==> src/rtl/feeder_pkg.sv <==
`default_nettype none
// +----------------------------------------------------------------------------+
// | Module      : feeder_pkg                                                   |
// | Description : Shared types and helpers for the pixel_feeder ingest stage.  |
// | Revision    : 1.0 - initial release                                        |
// +----------------------------------------------------------------------------+
package feeder_pkg;

    typedef enum logic [1:0] {
        FD_IDLE        = 2'd0,
        FD_STREAM      = 2'd1,
        FD_WAIT_RESULT = 2'd2
    } feeder_state_t;

    // Digit reported when the controller never answers
    localparam logic [3:0] FD_DIGIT_TIMEOUT = 4'hF;

    // Number of pixels in one square frame
    function automatic int img_pixels(input int dim);
        return dim * dim;
    endfunction

endpackage
`default_nettype wire

==> src/rtl/feeder_fifo.sv <==
`default_nettype none
// +----------------------------------------------------------------------------+
// | Module      : feeder_fifo                                                  |
// | Description : Synchronous FIFO with registered read data. Pointers carry   |
// |               one extra wrap bit so full/empty come from an MSB compare.   |
// | Revision    : 1.0 - initial release                                        |
// +----------------------------------------------------------------------------+
module feeder_fifo #(
    parameter int DEPTH = 32,
    parameter int WIDTH = 8
) (
    input  logic                     clk,
    input  logic                     rst,
    input  logic                     push_i,
    input  logic [WIDTH-1:0]         push_data_i,
    input  logic                     pop_i,
    output logic [WIDTH-1:0]         pop_data_o,
    output logic                     empty_o,
    output logic                     full_o,
    output logic [$clog2(DEPTH):0]   count_o
);
    localparam int c_aw = $clog2(DEPTH);

    logic [WIDTH-1:0] mem_q [DEPTH];
    logic [c_aw:0]    wr_ptr_q;
    logic [c_aw:0]    rd_ptr_q;
    logic [WIDTH-1:0] rd_data_q;
    logic             wr_en;
    logic             rd_en;

    assign wr_en      = push_i && !full_o;
    assign rd_en      = pop_i && !empty_o;
    assign empty_o    = (wr_ptr_q == rd_ptr_q);
    assign full_o     = (wr_ptr_q[c_aw] != rd_ptr_q[c_aw]) &&
                        (wr_ptr_q[c_aw-1:0] == rd_ptr_q[c_aw-1:0]);
    assign count_o    = wr_ptr_q - rd_ptr_q;
    assign pop_data_o = rd_data_q;

    // Storage array; contents need no reset because the pointers gate visibility
    always_ff @(posedge clk) begin
        if (wr_en) begin
            mem_q[wr_ptr_q[c_aw-1:0]] <= push_data_i;
        end
    end

    // Pointer advance and registered read port (read data holds between pops)
    always_ff @(posedge clk) begin
        if (rst) begin
            wr_ptr_q  <= '0;
            rd_ptr_q  <= '0;
            rd_data_q <= '0;
        end else begin
            if (wr_en) begin
                wr_ptr_q <= wr_ptr_q + (c_aw+1)'(1);
            end
            if (rd_en) begin
                rd_ptr_q  <= rd_ptr_q + (c_aw+1)'(1);
                rd_data_q <= mem_q[rd_ptr_q[c_aw-1:0]];
            end
        end
    end

endmodule
`default_nettype wire

==> src/rtl/pixel_feeder.sv <==
`default_nettype none
// +----------------------------------------------------------------------------+
// | Module      : pixel_feeder                                                 |
// | Description : Buffers host pixels and streams exactly IMG_DIM*IMG_DIM      |
// |               pixels per frame to the CNN controller, optionally paced,    |
// |               then waits for the classified digit and counts frames.       |
// |               Define FEEDER_TIMEOUT_EN to add the result watchdog.         |
// | Revision    : 1.0 - initial release                                        |
// +----------------------------------------------------------------------------+
module pixel_feeder
    import feeder_pkg::*;
#(
    parameter int IMG_DIM        = 28,
    parameter int FIFO_DEPTH     = 32,
    parameter int GAP_CYCLES     = 0,
    parameter int TIMEOUT_CYCLES = 2000000
) (
    input  logic        clk,
    input  logic        rst,
    input  logic [7:0]  s_pixel,
    input  logic        s_valid,
    output logic        s_ready,
    output logic [7:0]  pixel_o,
    output logic        pixel_o_valid,
    input  logic [3:0]  digit_i,
    input  logic        digit_i_valid,
    output logic [3:0]  result_digit,
    output logic        result_valid,
    output logic        frame_busy,
    output logic [15:0] frame_count,
    output logic        timeout_o
);
    localparam int c_frame_pix = img_pixels(IMG_DIM);
    localparam int c_pix_w     = $clog2(c_frame_pix);
    localparam int c_gap_w     = (GAP_CYCLES > 0) ? $clog2(GAP_CYCLES + 1) : 1;
    localparam int c_cnt_w     = $clog2(FIFO_DEPTH) + 1;
    localparam logic [c_pix_w-1:0] c_last_pix = c_pix_w'(c_frame_pix - 1);
    localparam logic [c_gap_w-1:0] c_gap_load = c_gap_w'(GAP_CYCLES);

    feeder_state_t      state_q;
    logic [c_pix_w-1:0] pix_cnt_q;
    logic [c_gap_w-1:0] gap_cnt_q;
    logic               pix_valid_q;
    logic [3:0]         result_digit_q;
    logic               result_valid_q;
    logic [15:0]        frame_count_q;

    logic               fifo_push;
    logic               fifo_pop;
    logic               fifo_empty;
    logic               fifo_full;
    logic [c_cnt_w-1:0] fifo_count_unused;

    // Ready follows the pre-pop fill level, so a full FIFO refuses a push even while popping
    assign s_ready   = !rst && !fifo_full;
    assign fifo_push = s_valid && s_ready;
    assign fifo_pop  = (state_q == FD_STREAM) && !fifo_empty && (gap_cnt_q == '0);

    feeder_fifo #(
        .DEPTH (FIFO_DEPTH),
        .WIDTH (8)
    ) u_fifo (
        .clk         (clk),
        .rst         (rst),
        .push_i      (fifo_push),
        .push_data_i (s_pixel),
        .pop_i       (fifo_pop),
        .pop_data_o  (pixel_o),
        .empty_o     (fifo_empty),
        .full_o      (fifo_full),
        .count_o     (fifo_count_unused)
    );

    assign pixel_o_valid = pix_valid_q;
    assign result_digit  = result_digit_q;
    assign result_valid  = result_valid_q;
    assign frame_count   = frame_count_q;
    assign frame_busy    = (state_q == FD_STREAM) || (state_q == FD_WAIT_RESULT);

`ifdef FEEDER_TIMEOUT_EN
    localparam logic [20:0] c_wdog_last = 21'(TIMEOUT_CYCLES - 1);
    logic [20:0] wdog_q;
    logic        timeout_q;
    assign timeout_o = timeout_q;
`else
    logic unused_timeout_cfg;
    assign unused_timeout_cfg = ^{32'(TIMEOUT_CYCLES), FD_DIGIT_TIMEOUT};
    assign timeout_o = 1'b0;
`endif

    // Frame sequencing, pixel pacing, result capture and (optionally) the watchdog
    always_ff @(posedge clk) begin
        if (rst) begin
            state_q        <= FD_IDLE;
            pix_cnt_q      <= '0;
            gap_cnt_q      <= '0;
            pix_valid_q    <= 1'b0;
            result_digit_q <= '0;
            result_valid_q <= 1'b0;
            frame_count_q  <= '0;
`ifdef FEEDER_TIMEOUT_EN
            wdog_q         <= '0;
            timeout_q      <= 1'b0;
`endif
        end else begin
            pix_valid_q    <= fifo_pop;
            result_valid_q <= 1'b0;
`ifdef FEEDER_TIMEOUT_EN
            timeout_q      <= 1'b0;
`endif
            if (fifo_pop) begin
                gap_cnt_q <= c_gap_load;
            end else if (gap_cnt_q != '0) begin
                gap_cnt_q <= gap_cnt_q - c_gap_w'(1);
            end

            case (state_q)
                FD_IDLE: begin
                    if (!fifo_empty) begin
                        state_q   <= FD_STREAM;
                        pix_cnt_q <= '0;
                    end
                end
                FD_STREAM: begin
                    if (fifo_pop) begin
                        if (pix_cnt_q == c_last_pix) begin
                            pix_cnt_q <= '0;
                            state_q   <= FD_WAIT_RESULT;
`ifdef FEEDER_TIMEOUT_EN
                            wdog_q    <= '0;
`endif
                        end else begin
                            pix_cnt_q <= pix_cnt_q + c_pix_w'(1);
                        end
                    end
                end
                FD_WAIT_RESULT: begin
                    // A returning digit takes priority over a same-cycle expiry
                    if (digit_i_valid) begin
                        result_digit_q <= digit_i;
                        result_valid_q <= 1'b1;
                        frame_count_q  <= frame_count_q + 16'd1;
                        state_q        <= FD_IDLE;
                    end
`ifdef FEEDER_TIMEOUT_EN
                    else if (wdog_q == c_wdog_last) begin
                        timeout_q      <= 1'b1;
                        result_digit_q <= FD_DIGIT_TIMEOUT;
                        result_valid_q <= 1'b1;
                        state_q        <= FD_IDLE;
                    end else begin
                        wdog_q <= wdog_q + 21'd1;
                    end
`endif
                end
                default: state_q <= FD_IDLE;
            endcase
        end
    end

endmodule
`default_nettype wire

==> config.mk <==
export PLATFORM = sky130hd
export DESIGN_NAME = pixel_feeder
export DESIGN_NICKNAME = d
export VERILOG_FILES = /design/src/rtl/feeder_pkg.sv /design/src/rtl/feeder_fifo.sv /design/src/rtl/pixel_feeder.sv
export SDC_FILE = /design/constraint.sdc
export NUM_CORES = 1
export LEC_CHECK = 0
export ABC_AREA = 1
export ABC_CLOCK_PERIOD_IN_PS = 2850
export BUFFER_PORTS_ARGS = -buffer_cell sky130_fd_sc_hd__buf_2
export CELL_PAD_IN_SITES_DETAIL_PLACEMENT = 1
export CELL_PAD_IN_SITES_GLOBAL_PLACEMENT = 1
export CORE_MARGIN = 2
export CORE_UTILIZATION = 49
export DETAILED_ROUTE_END_ITERATION = 10
export PLACE_DENSITY = 0.77
export REMOVE_ABC_BUFFERS = 1
export SLEW_MARGIN = 5
export SYNTH_ARGS = -nofsm -noshare
export SYNTH_HDL_FRONTEND = slang
export SYNTH_SLANG_ARGS = --single-unit
==> constraint.sdc <==
create_clock -name clk -period 2.85 [get_ports clk]
set_clock_uncertainty 0.1 [all_clocks]
set_input_delay 0.57 -clock clk [delete_from_list [all_inputs] [get_ports clk]]
set_output_delay 0.57 -clock clk [all_outputs]
set_load 0.01 [all_outputs]
==> results.txt, run 1 <==
Status: complete, no violations
IO Count: 49
Routed len/inst: 19.89 um
Port bufs: 47
Clk_lat worst skew: 0.52 ns
Worst-path clk slew: 0.06 ns
Layout area overhead: 13.36%
Setup bufs post-CTS: 0
Vias/cell: 5.349
Cell area after layout: 15430 sq um
Max-slew headroom: 36.44%
Synth Flop Type: edfxtp_1
Slowest stage delay, CP: 0.44 ns
Fin. max-slew vios: 0
CP Launch Type: flip-flop
Placed cell areas: 14280 sq um
Critical path type: reg2out
RePlAce Congestion: 0.8099
Crit end category: primary output
Util after Layout: 55.99%
Pwr/cell area: 671.1 nW/um^2
Via count: 9960
Critical-path maximum fanout: 6
Post-synth cell types: 35
Total routed wirelength: 37030 um
CTS buffer count: 34
Number of synthesized flops with an enable pin: 256
Critical-path cell list: inv_1 > nand2_1 > nand2_1 > nor2_1 > nand2_1 > nor2_2 > a21oi_1 > buf_2
Critical Path RT: 2.18 ns
# hold bufs at CTS: 0
Hold WS: 0.2155 ns
#FFs+latches synth: 311
Fmax achieved: 386.1 MHz
Final number of hold-violating endpoints: 0
Most used cell, CP: nand2_1
Post-DRT Antenna Nets: 0
Worst slew pin tran: 0.9534 ns
DPL Wire Length: 22880 um
Tmin final: 2.590 ns
VDD IR-drop max: 0.4456 mV
Drt drc: 0
Number of diodes: 0
Die height: 170.7 um
Die footprint: 29120 sq um
Fin crit share: 90.88%
Setup TNS: 0 ns
Initial Util: 49.39%
FP Rows: 61
# resized after CTS: 0
All-Layer GR Usage: 25.95%
Post-synthesis sequential area ratio: 64.58%
RSZ-0062 raised after global routing: false
Clock root cell: clkbuf_16
Die Width: 170.7 um
Yosys warns: 0
CTS H-tree depth: 2
Leakage power total: 6.207 nW
Share of layout cells above drive strength 1: 11.12%
# setup viols final: 0
Mapped cell area: 13610 sq um
Clock Sinks: 311
Core area: 27550 sq um
Largest net degree at the start of global routing: 123
Nets: 1485
Vias in the first global route: 10330
CTS tree: built
Synth async-reset ratio: 0%
Total gr overflow: 0
Drt pass-1 iters: 5
Avg Inst Size Synth: 9.728 sq um
First-pass GRT wire length: 57050 um
Critical Path AT: 1.92 ns
Post-Synthesis Cells: 1399
Initial antenna violation count: 0
Max Buffers Root-to-Sink: 3
HP Class: in2reg
Max-cap violations: 0
Fillers: 3099
Initial DRC count: 694
Slowest CP cell: dfxtp_1
## state kept, by name, indices dropped and copies added (netlist names)
| register | count |
|---|---|
| u_fifo.wr_ptr_q | 6 |
| result_digit | 4 |
| pix_cnt_q | 10 |
| u_fifo.pop_data_o | 8 |
| u_fifo.mem_q | 256 |
| result_valid | 1 |
| frame_count | 16 |
| u_fifo.rd_ptr_q | 6 |
| state_q | 2 |
| pixel_o_valid | 1 |
| gap_cnt_q | 1 |
## Yosys cell counts, drive strengths merged (2+ instances only)
cell | count | area [sq um]
nand2 | 439 | 1695
buf | 46 | 282.8
dfxtp | 55 | 1101
nor3 | 6 | 35.03
inv | 152 | 573.1
nand3 | 175 | 893.4
edfxtp | 256 | 7687
and3 | 2 | 12.51
ha | 11 | 137.6
nand4 | 10 | 62.56
clkbuf | 17 | 63.81
o21ai | 29 | 145.1
o21bai | 2 | 15.01
xor2 | 10 | 87.58
a21oi | 48 | 240.2
nor3b | 4 | 35.03
nand3b | 2 | 15.01
nor2 | 131 | 501.7
## worst paths after layout
path / from / end / slack [ns] / cells past startpoint
worst max-delay path: u_fifo.wr_ptr_q[0]$_SDFFE_PP0P_ / s_ready / 0.26 / 8
worst min-delay path: digit_i[2] / result_digit[2]$_SDFFE_PP0P_ / 0.22 / 3
worst max register to register: u_fifo.rd_ptr_q[2]$_SDFFE_PP0P_ / u_fifo.mem_q[14][1]$_DFFE_PP_ / 0.32 / 12
worst min register to register: frame_count[15]$_SDFFE_PP0P_ / frame_count[15]$_SDFFE_PP0P_ / 0.36 / 2
## placed cells by master, fill, tap and decap left out, drive strengths merged, types with 8 or more instances in the layout
cell type,instances
clkbuf,50
a21oi,48
nor2,131
clkinv,8
ha,11
xor2,10
buf,85
edfxtp,256
nand2,439
dfxtp,55
nand4,10
nand3,175
inv,151
o21ai,29
## metrics by stage
step	total power, mW	std cells	setup WS (ns)
global route	10.68	1862	0.1347
global placement	5.907	1800	0.4744
finish	10.35	1862	0.2600
detailed placement	5.944	1800	0.3512
floorplan	5.612	1337	-2.674
CTS	10.44	1862	0.2512
## area by class of cell
class / instances / area, sq um / area share, %
multi-input combinational: 874 / 3905 / 25.31
sequential: 311 / 8793 / 57.00
clock buffer: 50 / 1006 / 6.521
clock inverter: 12 / 142.6 / 0.9246
timing repair buffer: 85 / 533.0 / 3.455
tap: 378 / 473.0 / 3.066
inverter: 152 / 574.3 / 3.723
## critical path, delay by kind of cell (launching register included)
kind	cells	cell delay, ns
compound gates	1	0.09
buf+inv	2	0.31
flops	1	0.44
simple gates	5	0.57
## cells by family (layout without fill, tap and decap cells)
group                    Yosys count  count (layout)  share of synthesized area, %
AND/OR/NAND/NOR                  769             769                         23.89
flip-flops                       311             311                         64.58
buffers and inverters            215             299                         6.757
AO/OA/AOI/OAI                     82              82                         3.098
adder cells (fa/ha/maj)           11              11                         1.011
XOR/XNOR                          10              10                        0.6435
other                              1               2                       0.02755
## routing by layer
layer	routed length, um	up-vias	global-route usage [%]
li1	-	4695	-
met1	15620	4949	33.75
met4	1232	0	9.848
met3	1605	75	3.817
met2	18580	241	44.18
met5	0	-	0
## report_power, final
group / switching [mW] / total (mW) / internal, mW
clock: 1.77 / 4.50 / 2.73
sequential: 0.0298 / 4.98 / 4.95
combinational: 0.647 / 0.867 / 0.220
No activity file was read; power rests on OpenSTA's default activity.
==> run 2, diff against run 1 <==
--- a/config.mk
+++ b/config.mk
@@ -7,13 +7,13 @@
 export LEC_CHECK = 0
 export ABC_AREA = 1
 export ABC_CLOCK_PERIOD_IN_PS = 2850
-export BUFFER_PORTS_ARGS = -buffer_cell sky130_fd_sc_hd__buf_2
 export CELL_PAD_IN_SITES_DETAIL_PLACEMENT = 1
 export CELL_PAD_IN_SITES_GLOBAL_PLACEMENT = 1
 export CORE_MARGIN = 2
-export CORE_UTILIZATION = 49
+export CORE_UTILIZATION = 50
 export DETAILED_ROUTE_END_ITERATION = 10
-export PLACE_DENSITY = 0.77
+export DONT_BUFFER_PORTS = 1
+export PLACE_DENSITY = 0.76
 export REMOVE_ABC_BUFFERS = 1
 export SLEW_MARGIN = 5
 export SYNTH_ARGS = -nofsm -noshare
==> run 2 against run 1 <==
Effect of this change:
- first-iteration DRC count increased by 2.2%
- worst hold slack got worse by 0.20 ns
- setup slack improved by 0.12 ns
- highest routed layer unchanged
- clock power decreased by 0.9%
- sequential share of layout area increased by 0.82 points
- cell count decreased by 4.0%
- sequential power about the same
- critical path type unchanged
==> results.txt, run 2 (synthesis results as in run 1) <==
Area of the multi-input gates: 3905 sq um (unchanged)
Nets: 1447 (was 1485)
CTS tree: built (unchanged)
Post-DRT Antenna Nets: 0 (unchanged)
Setup TNS: 0 ns (unchanged)
Most used cell, CP: nand2_1 (unchanged)
Largest net degree at the start of global routing: 123 (unchanged)
CTS H-tree depth: 2 (unchanged)
Clk_lat worst skew: 0.53 ns (was 0.52 ns)
Initial DRC count: 709 (was 694)
First-pass GRT wire length: 57390 um (was 57050 um)
Pwr/cell area: 672.2 nW/um^2 (was 671.1 nW/um^2)
Core area: 26880 sq um (was 27550 sq um)
Via count: 9849 (was 9960)
DPL Wire Length: 22700 um (was 22880 um)
FP Rows: 60 (was 61)
Share of layout cells above drive strength 1: 8.846% (was 11.12%)
Total Power: 10.22 mW (was 10.35 mW)
Die height: 169.0 um (was 170.7 um)
Drt pass-1 iters: 5 (unchanged)
Port bufs: 0 (was 47)
Initial antenna violation count: 1 (was 0)
Fin crit share: 86.79% (was 90.88%)
Slowest CP cell: dfxtp_1 (unchanged)
Fmax achieved: 404.3 MHz (was 386.1 MHz)
Worst-path clk slew: 0.06 ns (about the same)
# setup viols final: 0 (unchanged)
Leakage power total: 6.027 nW (was 6.207 nW)
All-Layer GR Usage: 26.52% (was 25.95%)
RSZ-0062 raised after global routing: false (unchanged)
Most frequent cells in the layout: 430 x nand2_1, 256 x edfxtp_1, 173 x nand3_1, 141 x inv_1, 127 x nor2_1 (unchanged)
VDD IR-drop max: 0.4901 mV (was 0.4456 mV)
Most common cell after layout, fill and taps aside: nand2_1 (unchanged)
HP Class: in2reg (unchanged)
Total gr overflow: 0 (unchanged)
Clock root cell: clkbuf_16 (unchanged)
Critical Path AT: 1.80 ns (was 1.92 ns)
Critical-path cell list: inv_2 > nand2_1 > nand2_1 > nor2_2 > nand2_1 > nor2_2 > a21oi_1 (was inv_1 > nand2_1 > nand2_1 > nor2_1 > nand2_1 > nor2_2 > a21oi_1 > buf_2)
Largest register FFs: 256 (unchanged)
Max-cap violations: 0 (unchanged)
Slowest stage delay, CP: 0.35 ns (was 0.44 ns)
Total routed wirelength: 37430 um (was 37030 um)
Number of diodes: 0 (unchanged)
CP Launch Type: flip-flop (unchanged)
Status: complete, no violations (unchanged)
Routed len/inst: 20.93 um (was 19.89 um)
Fillers: 3017 (was 3099)
Crit end category: primary output (unchanged)
Tmin final: 2.473 ns (was 2.590 ns)
Initial Util: 50.64% (was 49.39%)
Final number of hold-violating endpoints: 0 (unchanged)
Max-slew headroom: 44.90% (was 36.44%)
Fin. max-slew vios: 0 (unchanged)
CTS buffer count: 35 (was 34)
FF+latch area: 8793 sq um (unchanged)
Setup bufs post-CTS: 0 (unchanged)
Vias/cell: 5.508 (was 5.349)
Worst slew pin tran: 0.8265 ns (was 0.9534 ns)
Drt drc: 0 (unchanged)
Critical-path maximum fanout: 19 (was 6)
RePlAce Congestion: 0.8326 (was 0.8099)
Vias in the first global route: 10230 (was 10330)
Die footprint: 28550 sq um (was 29120 sq um)
Critical Path RT: 2.18 ns (about the same)
Max Buffers Root-to-Sink: 3 (unchanged)
Die Width: 169.0 um (was 170.7 um)
Critical path type: reg2out (unchanged)
Layout area overhead: 11.76% (was 13.36%)
IO Count: 49 (unchanged)
Clock Sinks: 311 (unchanged)
run 2: what timing repair did:
action | in CTS | in global routing
hold buffers | 1 | 0
endpoints found under the hold margin | 2 | 0
resized for setup | 0 | 0
run 2: area by class of cell:
| class | count | share of cell area, % |
|---|---|---|
| clock buffer | 44 | 6.252 |
| tap | 341 | 2.805 |
| clock inverter | 20 | 1.226 |
| sequential | 311 | 57.81 |
| timing repair buffer | 46 | 2.451 |
| multi-input combinational | 874 | 25.67 |
| inverter | 152 | 3.776 |
run 2: report_power, final:
part / switching, mW / leakage [nW] / internal [mW]
clock: 1.82 / 0.562 / 2.65
sequential: 0.0364 / 2.75 / 4.95
combinational: 0.563 / 2.72 / 0.208
total: 2.42 / 6.03 / 7.81
run 2: final timing paths:
check,from,to,slack (ns),cells past startpoint
setup reg to reg,u_fifo.rd_ptr_q[3]$_SDFFE_PP0P_,u_fifo.mem_q[3][2]$_DFFE_PP_,0.40,12
setup / recovery,u_fifo.rd_ptr_q[3]$_SDFFE_PP0P_,s_ready,0.38,7
hold reg to reg,u_fifo.rd_ptr_q[5]$_SDFFE_PP0P_,u_fifo.rd_ptr_q[5]$_SDFFE_PP0P_,0.38,2
hold / removal,rst,u_fifo.pop_data_o[4]$_SDFFE_PP0P_,0.02,1
run 2: critical path: cells and delay by family (launching register included):
family / cells / cell delay (ns)
AND/OR/NAND/NOR: 5 / 0.36
flip-flops: 1 / 0.35
buffers and inverters: 1 / 0.30
AO/OA/AOI/OAI: 1 / 0.28
run 2: stage by stage:
stage / setup slack [ns] / area [sq um] / hold WS [ns] / cells / utilization (%)
floorplan: -2.674 / 13270 / 0.3393 / 1337 / -
global route: 0.2134 / 15210 / 0.009829 / 1788 / 56.59
CTS: 0.3555 / 15210 / 0.0005055 / 1788 / 56.59
detailed placement: 0.4016 / 14060 / 0.3638 / 1723 / 52.32
finish: 0.3766 / 15210 / 0.01673 / 1788 / 56.59
global placement: 0.4944 / 14060 / 0.3487 / 1723 / 52.32
run 2: layer usage:
metal  up-vias  GRT usage [%]  part of all wire (%)
met5         -              0                     0
met2       243          46.35                    50
met4         0          8.287                   2.8
met1      4906          33.96                    43
li1       4634              -                     -
met3        66          4.419                   5.0
